[src/rtl/factorial_scheduler_if.sv]
// Requester and datapath signal bundle for factorial_scheduler.
// slave is the scheduler's view; master is the requester/datapath side.
interface factorial_scheduler_if #(
  parameter int NREQ = 4,
  parameter int DW   = 8,
  parameter int RW   = 17
);
  logic [NREQ-1:0]    Req;
  logic [NREQ*DW-1:0] Din;
  logic [NREQ-1:0]    Gnt;
  logic [NREQ-1:0]    Done;
  logic               Err;
  logic [RW-1:0]      Res;
  logic               Busy;
  logic               DpLdN;
  logic               DpClr;
  logic               DpLdR;
  logic               DpDecN;
  logic [DW-1:0]      DpDin;
  logic               DpZero;
  logic [RW-1:0]      DpR;

  modport slave (
    input  Req, Din, DpZero, DpR,
    output Gnt, Done, Err, Res, Busy, DpLdN, DpClr, DpLdR, DpDecN, DpDin
  );

  modport master (
    output Req, Din, DpZero, DpR,
    input  Gnt, Done, Err, Res, Busy, DpLdN, DpClr, DpLdR, DpDecN, DpDin
  );
endinterface

[src/rtl/factorial_scheduler.sv]
// Round-robin scheduler sharing one factorial datapath; a job on operand N takes N+2 cycles, Done in cycle N+2.
// Requests are only sampled in IDLE; later requesters simply wait (Req held) until the datapath frees up.
module factorial_scheduler #(
  parameter int NREQ = 4,
  parameter int DW   = 8,
  parameter int RW   = 17,
  parameter int MAXN = 8
) (
  input  logic                 Clk,
  input  logic                 Rst,
  factorial_scheduler_if.slave bus
);

  localparam int IW = (NREQ > 1) ? $clog2(NREQ) : 1;

  typedef enum logic {IDLE, LOOP} state_t;

  state_t          state, state_nxt;
  logic [IW-1:0]   last, owner;
  logic [IW-1:0]   cand, win;
  logic            found;
  logic [DW-1:0]   win_din;
  logic            reject;

  logic [NREQ-1:0] gnt;
  logic            dp_ldn, dp_clr, dp_ldr, dp_decn;
  logic [DW-1:0]   dp_din;

  logic [NREQ-1:0] done_q;
  logic            err_q;
  logic [RW-1:0]   res_q;
  logic            busy_q;

  function automatic logic [NREQ-1:0] onehot(input logic [IW-1:0] i);
    onehot = NREQ'(1) << i;
  endfunction

  // Scan Last+1, Last+2, ... with wrap, so the previous winner has lowest priority.
  always_comb begin
    found = 1'b0;
    win   = '0;
    cand  = last;
    for (int k = 0; k < NREQ; k++) begin
      cand = (cand == IW'(NREQ - 1)) ? '0 : cand + IW'(1);
      if (!found && bus.Req[cand]) begin
        found = 1'b1;
        win   = cand;
      end
    end
  end

  always_comb begin
    win_din = '0;
    for (int i = 0; i < NREQ; i++) begin
      if (win == IW'(i)) win_din = bus.Din[i*DW +: DW];
    end
    reject = (win_din > DW'(MAXN));
  end

  always_ff @(posedge Clk) begin
    if (Rst) state <= IDLE;
    else     state <= state_nxt;
  end

  always_comb begin
    state_nxt = state;
    gnt       = '0;
    dp_ldn    = 1'b0;
    dp_clr    = 1'b0;
    dp_ldr    = 1'b0;
    dp_decn   = 1'b0;
    dp_din    = '0;
    if (!Rst) begin
      unique case (state)
        IDLE: begin
          if (found) begin
            gnt = onehot(win);
            if (!reject) begin
              dp_din    = win_din;
              dp_ldn    = 1'b1;
              dp_clr    = 1'b1;
              state_nxt = LOOP;
            end
          end
        end
        LOOP: begin
          // The zero-detect cycle issues no strobes; R already holds N!.
          if (!bus.DpZero) begin
            dp_ldr  = 1'b1;
            dp_decn = 1'b1;
          end else begin
            state_nxt = IDLE;
          end
        end
        default: state_nxt = IDLE;
      endcase
    end
  end

  always_ff @(posedge Clk) begin
    if (Rst) begin
      last   <= IW'(NREQ - 1);
      owner  <= '0;
      done_q <= '0;
      err_q  <= 1'b0;
      res_q  <= '0;
      busy_q <= 1'b0;
    end else begin
      done_q <= '0;
      err_q  <= 1'b0;
      if (state == IDLE && found) begin
        last <= win;
        if (reject) begin
          done_q <= onehot(win);
          err_q  <= 1'b1;
          res_q  <= '0;
        end else begin
          owner  <= win;
          busy_q <= 1'b1;
        end
      end else if (state == LOOP && bus.DpZero) begin
        res_q  <= bus.DpR;
        done_q <= onehot(owner);
        busy_q <= 1'b0;
      end
    end
  end

  assign bus.Gnt    = gnt;
  assign bus.DpLdN  = dp_ldn;
  assign bus.DpClr  = dp_clr;
  assign bus.DpLdR  = dp_ldr;
  assign bus.DpDecN = dp_decn;
  assign bus.DpDin  = dp_din;
  assign bus.Done   = done_q;
  assign bus.Err    = err_q;
  assign bus.Res    = res_q;
  assign bus.Busy   = busy_q;

  a_gnt_onehot:  assert property (@(posedge Clk) disable iff (Rst) $onehot0(gnt));
  a_done_onehot: assert property (@(posedge Clk) disable iff (Rst) $onehot0(done_q));
  a_mul_dec:     assert property (@(posedge Clk) disable iff (Rst) dp_ldr == dp_decn);

endmodule
[src/flat_wrapper.sv]
// flat-port wrapper written by rule: the top's interface ports become plain ports
module factorial_scheduler_flat 
#(
  parameter int NREQ = 4,
  parameter int DW   = 8,
  parameter int RW   = 17,
  parameter int MAXN = 8
)
  (Clk, Rst, bus_Req, bus_Din, bus_DpZero, bus_DpR, bus_Gnt, bus_Done, bus_Err, bus_Res, bus_Busy, bus_DpLdN, bus_DpClr, bus_DpLdR, bus_DpDecN, bus_DpDin);
  factorial_scheduler_if #(.NREQ(NREQ), .DW(DW), .RW(RW)) bus_i ();
  input  logic Clk;
  input  logic Rst;
  input wire logic [$bits(bus_i.Req)-1:0] bus_Req;
  input wire logic [$bits(bus_i.Din)-1:0] bus_Din;
  input wire logic [$bits(bus_i.DpZero)-1:0] bus_DpZero;
  input wire logic [$bits(bus_i.DpR)-1:0] bus_DpR;
  output wire logic [$bits(bus_i.Gnt)-1:0] bus_Gnt;
  output wire logic [$bits(bus_i.Done)-1:0] bus_Done;
  output wire logic [$bits(bus_i.Err)-1:0] bus_Err;
  output wire logic [$bits(bus_i.Res)-1:0] bus_Res;
  output wire logic [$bits(bus_i.Busy)-1:0] bus_Busy;
  output wire logic [$bits(bus_i.DpLdN)-1:0] bus_DpLdN;
  output wire logic [$bits(bus_i.DpClr)-1:0] bus_DpClr;
  output wire logic [$bits(bus_i.DpLdR)-1:0] bus_DpLdR;
  output wire logic [$bits(bus_i.DpDecN)-1:0] bus_DpDecN;
  output wire logic [$bits(bus_i.DpDin)-1:0] bus_DpDin;
  assign bus_i.Req = bus_Req;
  assign bus_i.Din = bus_Din;
  assign bus_i.DpZero = bus_DpZero;
  assign bus_i.DpR = bus_DpR;
  assign bus_Gnt = bus_i.Gnt;
  assign bus_Done = bus_i.Done;
  assign bus_Err = bus_i.Err;
  assign bus_Res = bus_i.Res;
  assign bus_Busy = bus_i.Busy;
  assign bus_DpLdN = bus_i.DpLdN;
  assign bus_DpClr = bus_i.DpClr;
  assign bus_DpLdR = bus_i.DpLdR;
  assign bus_DpDecN = bus_i.DpDecN;
  assign bus_DpDin = bus_i.DpDin;
  factorial_scheduler #(.NREQ(NREQ), .DW(DW), .RW(RW), .MAXN(MAXN)) u_core (.Clk(Clk), .Rst(Rst), .bus(bus_i));
endmodule
[config.mk]
export PLATFORM = sky130hd
export DESIGN_NAME = factorial_scheduler_flat
export DESIGN_NICKNAME = d
export VERILOG_FILES = /design/src/rtl/factorial_scheduler_if.sv /design/src/rtl/factorial_scheduler.sv /design/src/flat_wrapper.sv
export SDC_FILE = /design/constraint.sdc
export NUM_CORES = 1
export LEC_CHECK = 0
export CORE_MARGIN = 5
export CORE_UTILIZATION = 40
export CTS_BUF_LIST = sky130_fd_sc_hd__clkbuf_4 sky130_fd_sc_hd__clkbuf_8
export DETAILED_ROUTE_END_ITERATION = 10
export PLACE_DENSITY_LB_ADDON = 0.1
export RECOVER_POWER = 100
export REMOVE_ABC_BUFFERS = 1
export SLEW_MARGIN = 20
export SYNTH_ARGS = -nofsm -noshare
export SYNTH_HDL_FRONTEND = slang
export SYNTH_SLANG_ARGS = --single-unit
[constraint.sdc]
create_clock -name Clk -period 7.19 [get_ports Clk]
set_input_delay 1.0785 -clock Clk [delete_from_list [all_inputs] [get_ports Clk]]
set_output_delay 1.0785 -clock Clk [all_outputs]
set_load 0.05 [all_outputs]
; ---- Yosys cells after proc, flatten, opt, wreduce, memory -nomap -nowiden
; Index checks and enable logic that the tools add are counted.
[op_classes]
addsub = 4
n_lt_le_gt_ge = 5
n_eq_ne = 9
shifts = 2
n_mux = 49
n_bitwise = 3
n_reduce_logical = 14
[ops]
columns = cell, count
row1 = $mux W8, 8
row2 = $mux W17, 3
row3 = $mux W4, 6
row4 = $mux W1, 19
row5 = $mux W2, 8
row6 = $eq A2 B2 Y1 const B, 6
row7 = $lt A2 B3 Y1 const B, 4
row8 = $add A2 B1 Y2 const B, 4
row9 = $bmux W1 S2, 4
row10 = $gt A8 B4 Y1 const B, 1
row11 = $shl A1 B2 Y4 const A, 2
row12 = $reduce_and A2 Y1, 3
row13 = $logic_and A1 B1 Y1, 5
row14 = $logic_not A1 Y1, 3
row15 = $not A1 Y1, 3
row16 = $eq A2 B1 Y1 const B, 1
row17 = $logic_not A2 Y1, 1
row18 = $ne A2 B1 Y1 const B, 1
row19 = $ne A2 B2 Y1 const B, 1
row20 = $pmux W1 S2, 1
row21 = $reduce_bool A2 Y1, 1
row22 = $reduce_or A2 Y1, 1
[word_totals]
reg_bits = 28
elab_cells = 93

; ---- Longest topological paths before layout
[logic_depth]
ltp_word = 24
mapped_depth = 8

; ---- Least setup slack after synthesis
; OpenSTA, ideal clock, no wires.
[synth_path]
kind = input to output
startpoint = input bus_Req[2]
endpoint = output bus_DpDin[3]
arrival_time_ns = 3.740
required_ns = 6.111
path_slack_ns = 2.371
stages = 6
n_path_buf = 1
cell_sequence = o21ai_0 o21ai_0 a211oi_2 buf_2 mux2_2 nor4_1
[synth_between]
elab_chain_len = 22
elab_cells_between_ends = 35
cone_classes = 1 x order compare / 3 x eq/ne / 24 x mux / 7 x reduce/logical
[synth_rtl]
columns = element, line
row1 = "start, declared", flat_wrapper.sv:13  ; input wire logic [$bits(bus_i.Req)-1:0] bus_Req;
row2 = $bmux W1 S2, factorial_scheduler.sv:45  ; if (!found && bus.Req[cand]) begin
row3 = $mux W1 (not written as such), factorial_scheduler.sv:45
row4 = $mux W1, factorial_scheduler.sv:45
row5 = $logic_not A1 Y1, factorial_scheduler.sv:45
row6 = $logic_and A1 B1 Y1, factorial_scheduler.sv:45
row7 = $mux W1, factorial_scheduler.sv:45
row8 = $logic_not A1 Y1, factorial_scheduler.sv:45
row9 = $logic_and A1 B1 Y1, factorial_scheduler.sv:45
row10 = [3 not listed], --
row11 = $mux W2, factorial_scheduler.sv:45
row12 = $logic_not A2 Y1, factorial_scheduler.sv:55  ; if (win == IW'(i)) win_din = bus.Din[i*DW +: DW];
row13 = $mux W8 (4 in series), factorial_scheduler.sv:55
row14 = $gt A8 B4 Y1, factorial_scheduler.sv:57  ; reject = (win_din > DW'(MAXN));
row15 = $mux W8, factorial_scheduler.sv:78  ; if (!reject) begin
row16 = $mux W8 *, factorial_scheduler.sv:76  ; if (found) begin
row17 = $mux W8 *, factorial_scheduler.sv:74  ; unique case (state)
row18 = $mux W8 *, factorial_scheduler.sv:73  ; if (!Rst) begin
row19 = "end, declared", flat_wrapper.sv:26  ; output wire logic [$bits(bus_i.DpDin)-1:0] bus_DpDin;
; Every way passes the cells marked *; elsewhere a longest branch is shown, timed or not. The select of a mux whose other input is x is not followed.

; ---- Worst setup path after layout
[layout_path]
startpoint = input bus_Req[0]
endpoint = output bus_DpDin[2]
; Same word-level chain as after synthesis.

==> impl_metrics.json <==
{
  "die_h_um": 70.9,
  "vias_per_cell": 5.41,
  "yosys_warnings": 0,
  "wl_per_cell_um": 14.4,
  "dp.cells": 287,
  "critPathSlowestCell": "a211oi_1",
  "highest_layer": "met4",
  "clock_latency_ns": 0.27,
  "final_common_cell": "clkdlybuf4s50_1",
  "ys.flop_type": "dfxtp_1",
  "finalWirelength_um": 4190,
  "io_buffers": 90,
  "switching_power_mw": 0.157,
  "synthArstFlopShare": 0,
  "fmax_mhz": 166,
  "met2_length_um": 2130,
  "cp.arrival_ns": 4.94,
  "seq_power_share": 0.356,
  "drv_cap": 2,
  "synth_top_area_share": 0.378,
  "dp_slack_ns": 1.85,
  "layout-drive-gt1-share": 0.0741,
  "wl_met3_um": 326,
  "wl_met1_um": 1680,
  "start_util": 0.408,
  "slew-limit-headroom": -0.0952,
  "crit_type": "in2out",
  "required_ns": 6.11,
  "drt_iter0_markers": 56,
  "endpoint_kind": "output pin",
  "p_clk_frac": 0.251,
  "swShare": 0.333,
  "setup_viol": 0,
  "antenna_found_initial": 0,
  "clock_sinks": 28,
  "hp-class": "reg2reg",
  "core_um2": 3630,
  "synth_area_um2": 1480,
  "drc": 0,
  "gr-total-overflow": 0,
  "finalHoldViolations": 0,
  "failed_checks": "capacitance limit, slew limit",
  "tns_ns": 0,
  "cts-root-buf": "clkbuf_8",
  "pwr-share-comb": 0.393,
  "drv_slew": 31,
  "syn_inst": 156,
  "dieArea_um2": 5020,
  "htree_levels": 1,
  "finalNonFillerCells": 291,
  "cts.repair.resized": 0,
  "cts_tree": "done",
  "crit_buf_inv": 2,
  "post-cts-setup-buffers": 0,
  "rsz0062_at_grt": "false",
  "final_cell_mix": "clkdlybuf4s50_1 (54), dlygate4sd3_1 (36), dfxtp_1 (28), a22o_1 (17), o21ai_0 (13)",
  "final.period_utilization": 0.837,
  "hpwl_um": 3490,
  "cts_made_buffers": 3,
  "track_usage": 0.154,
  "ant_nets": 0,
  "syn_avg_cell_area_um2": 9.50,
  "n_fill_cell": 320,
  "outcome": "complete, but fails checks",
  "pin_count": 95,
  "fin_nets": 301,
  "ys_types": 44,
  "power.internal_mw": 0.316,
  "synth_area_leaders": "dfxtp_1 (38%), a22o_1 (10%), mux4_2 (4.6%)",
  "synth_edf_count": 0,
  "power_density_nw_per_um2": 195,
  "die_w_um": 70.9,
  "ir_drop_mv": 0.0867,
  "tightest_slew_ns": 1.63,
  "grt_max_degree": 22,
  "vias": 1575,
  "critPathLaunchType": "primary input",
  "ys_ff_latch": 28,
  "clk_pin_slew_ns": 0.08,
  "period_needed_ns": 6.02,
  "p_leak_nw": 1.04,
  "worst_slack_ns": 1.17,
  "cp_slowest_stage_delay_ns": 1.27,
  "area_delta_synth_final_pct": 63.9,
  "drtPass1Iterations": 5,
  "gp_congestion": 0.781,
  "cts_max_path_buffers": 2,
  "fin_skew_ns": 0.00869,
  "cp_top_family": "compound AO/OA/AOI/OAI gates",
  "path_max_fanout": 12,
  "crit_chain": "dlygate4sd3_1, o21ai_0, a21oi_1, a211oi_1, o21ai_2, a21oi_1, and2_1, dlygate4sd3_1",
  "grt_pass1_vias": 1449,
  "antennaDiodeCount": 0,
  "hold_buffers": 0,
  "grt_pass1_wl_um": 6460,
  "synth_area_leader_cell": "dfxtp_1",
  "core.rowCount": 22,
  "ys_seq_area_frac": 0.378
}
## final timing paths
check | start | end | slack (ns) | cells past startpoint
worst max-delay path | bus_Req[0] | bus_DpDin[2] | 1.17 | 8
worst min-delay path | u_core.bus.Res[12]$_SDFFE_PP0P_ | u_core.bus.Res[12]$_SDFFE_PP0P_ | 0.47 | 1
worst max register to register | u_core.last[0]$_SDFFE_PP1P_ | u_core.bus.Res[6]$_SDFFE_PP0P_ | 3.05 | 7
worst min register to register | u_core.bus.Res[12]$_SDFFE_PP0P_ | u_core.bus.Res[12]$_SDFFE_PP0P_ | 0.47 | 1
## power groups by stage
| stage | sequential, mW | combinational, mW | clock [mW] |
|---|---|---|---|
| after floorplan | 0.191 | 0.105 | 0 |
| after global placement | 0.172 | 0.194 | 0 |
| after detailed placement | 0.172 | 0.194 | 0 |
| after CTS | 0.169 | 0.195 | 0.120 |
| after global routing | 0.169 | 0.199 | 0.126 |
| final | 0.169 | 0.186 | 0.119 |
## synth_stat cells (all sizes together), types with 3 or more instances
| cell | count |
|---|---|
| nor4 | 6 |
| a22o | 17 |
| nand3 | 4 |
| dfxtp | 28 |
| o21ai | 15 |
| mux2i | 4 |
| nor2 | 6 |
| inv | 8 |
| o211ai | 5 |
| buf | 8 |
| mux4 | 3 |
| a21oi | 6 |
| nor3 | 9 |
| nand2 | 9 |
## layer usage
metal	track usage	up-vias
li1	-	768
met1	0.181	735
met2	0.286	68
met3	0.0256	4
met4	0.0438	0
met5	0	-
## worst reg2reg max path, cell delays in order, from the launching register on
cell and delay [ns]:
dfxtp_1 0.38, ha_1 0.27, o21ai_0 0.29, a21oi_1 0.15
a211oi_1 1.27, o21ai_2 0.20, a31oi_1 1.25, a22o_1 0.28
## through the flow
| stage | cell area [um2] | total power [mW] | hold WS (ns) | utilization |
|---|---|---|---|---|
| 4_1_cts | 2460 | 0.484 | 0.483 | 0.676 |
| 6_report | 2430 | 0.473 | 0.472 | 0.668 |
| 3_3_place_gp | 2380 | 0.367 | 0.457 | 0.656 |
| 3_5_place_dp | 2380 | 0.367 | 0.454 | 0.656 |
| 5_1_grt | 2430 | 0.494 | 0.491 | 0.668 |
| 2_1_floorplan | 1420 | 0.296 | 0.458 | - |
## registers in the layout, summed over array words and instances (netlist names)
register,flops
u_core.state,1
u_core.bus.Err,1
u_core.bus.Done,4
u_core.owner,2
u_core.last,2
u_core.bus.Busy,1
u_core.bus.Res,17
## final cells by class
class | instances | area (um2) | area share
flip-flops and latches | 28 | 561 | 0.231
clock inverters | 1 | 30.0 | 0.0124
clock buffers | 3 | 41.3 | 0.0170
well taps | 48 | 60.1 | 0.0247
multi-input cells | 113 | 806 | 0.332
repair buffers | 90 | 901 | 0.371
inverters | 8 | 30.0 | 0.0124
## cell families (layout without fill, tap and decap cells)
| family | after synthesis | after routing | synth area share |
|---|---|---|---|
| AND/OR/NAND/NOR | 45 | 45 | 0.171 |
| AO/OA/AOI/OAI | 54 | 54 | 0.285 |
| buffers and inverters | 18 | 102 | 0.0667 |
| multiplexers | 9 | 9 | 0.0878 |
| flip-flops | 28 | 28 | 0.378 |
| adder cells (fa/ha/maj) | 1 | 1 | 0.00844 |
| other | 1 | 4 | 0.00253 |
(Power assumes the default switching activity.)
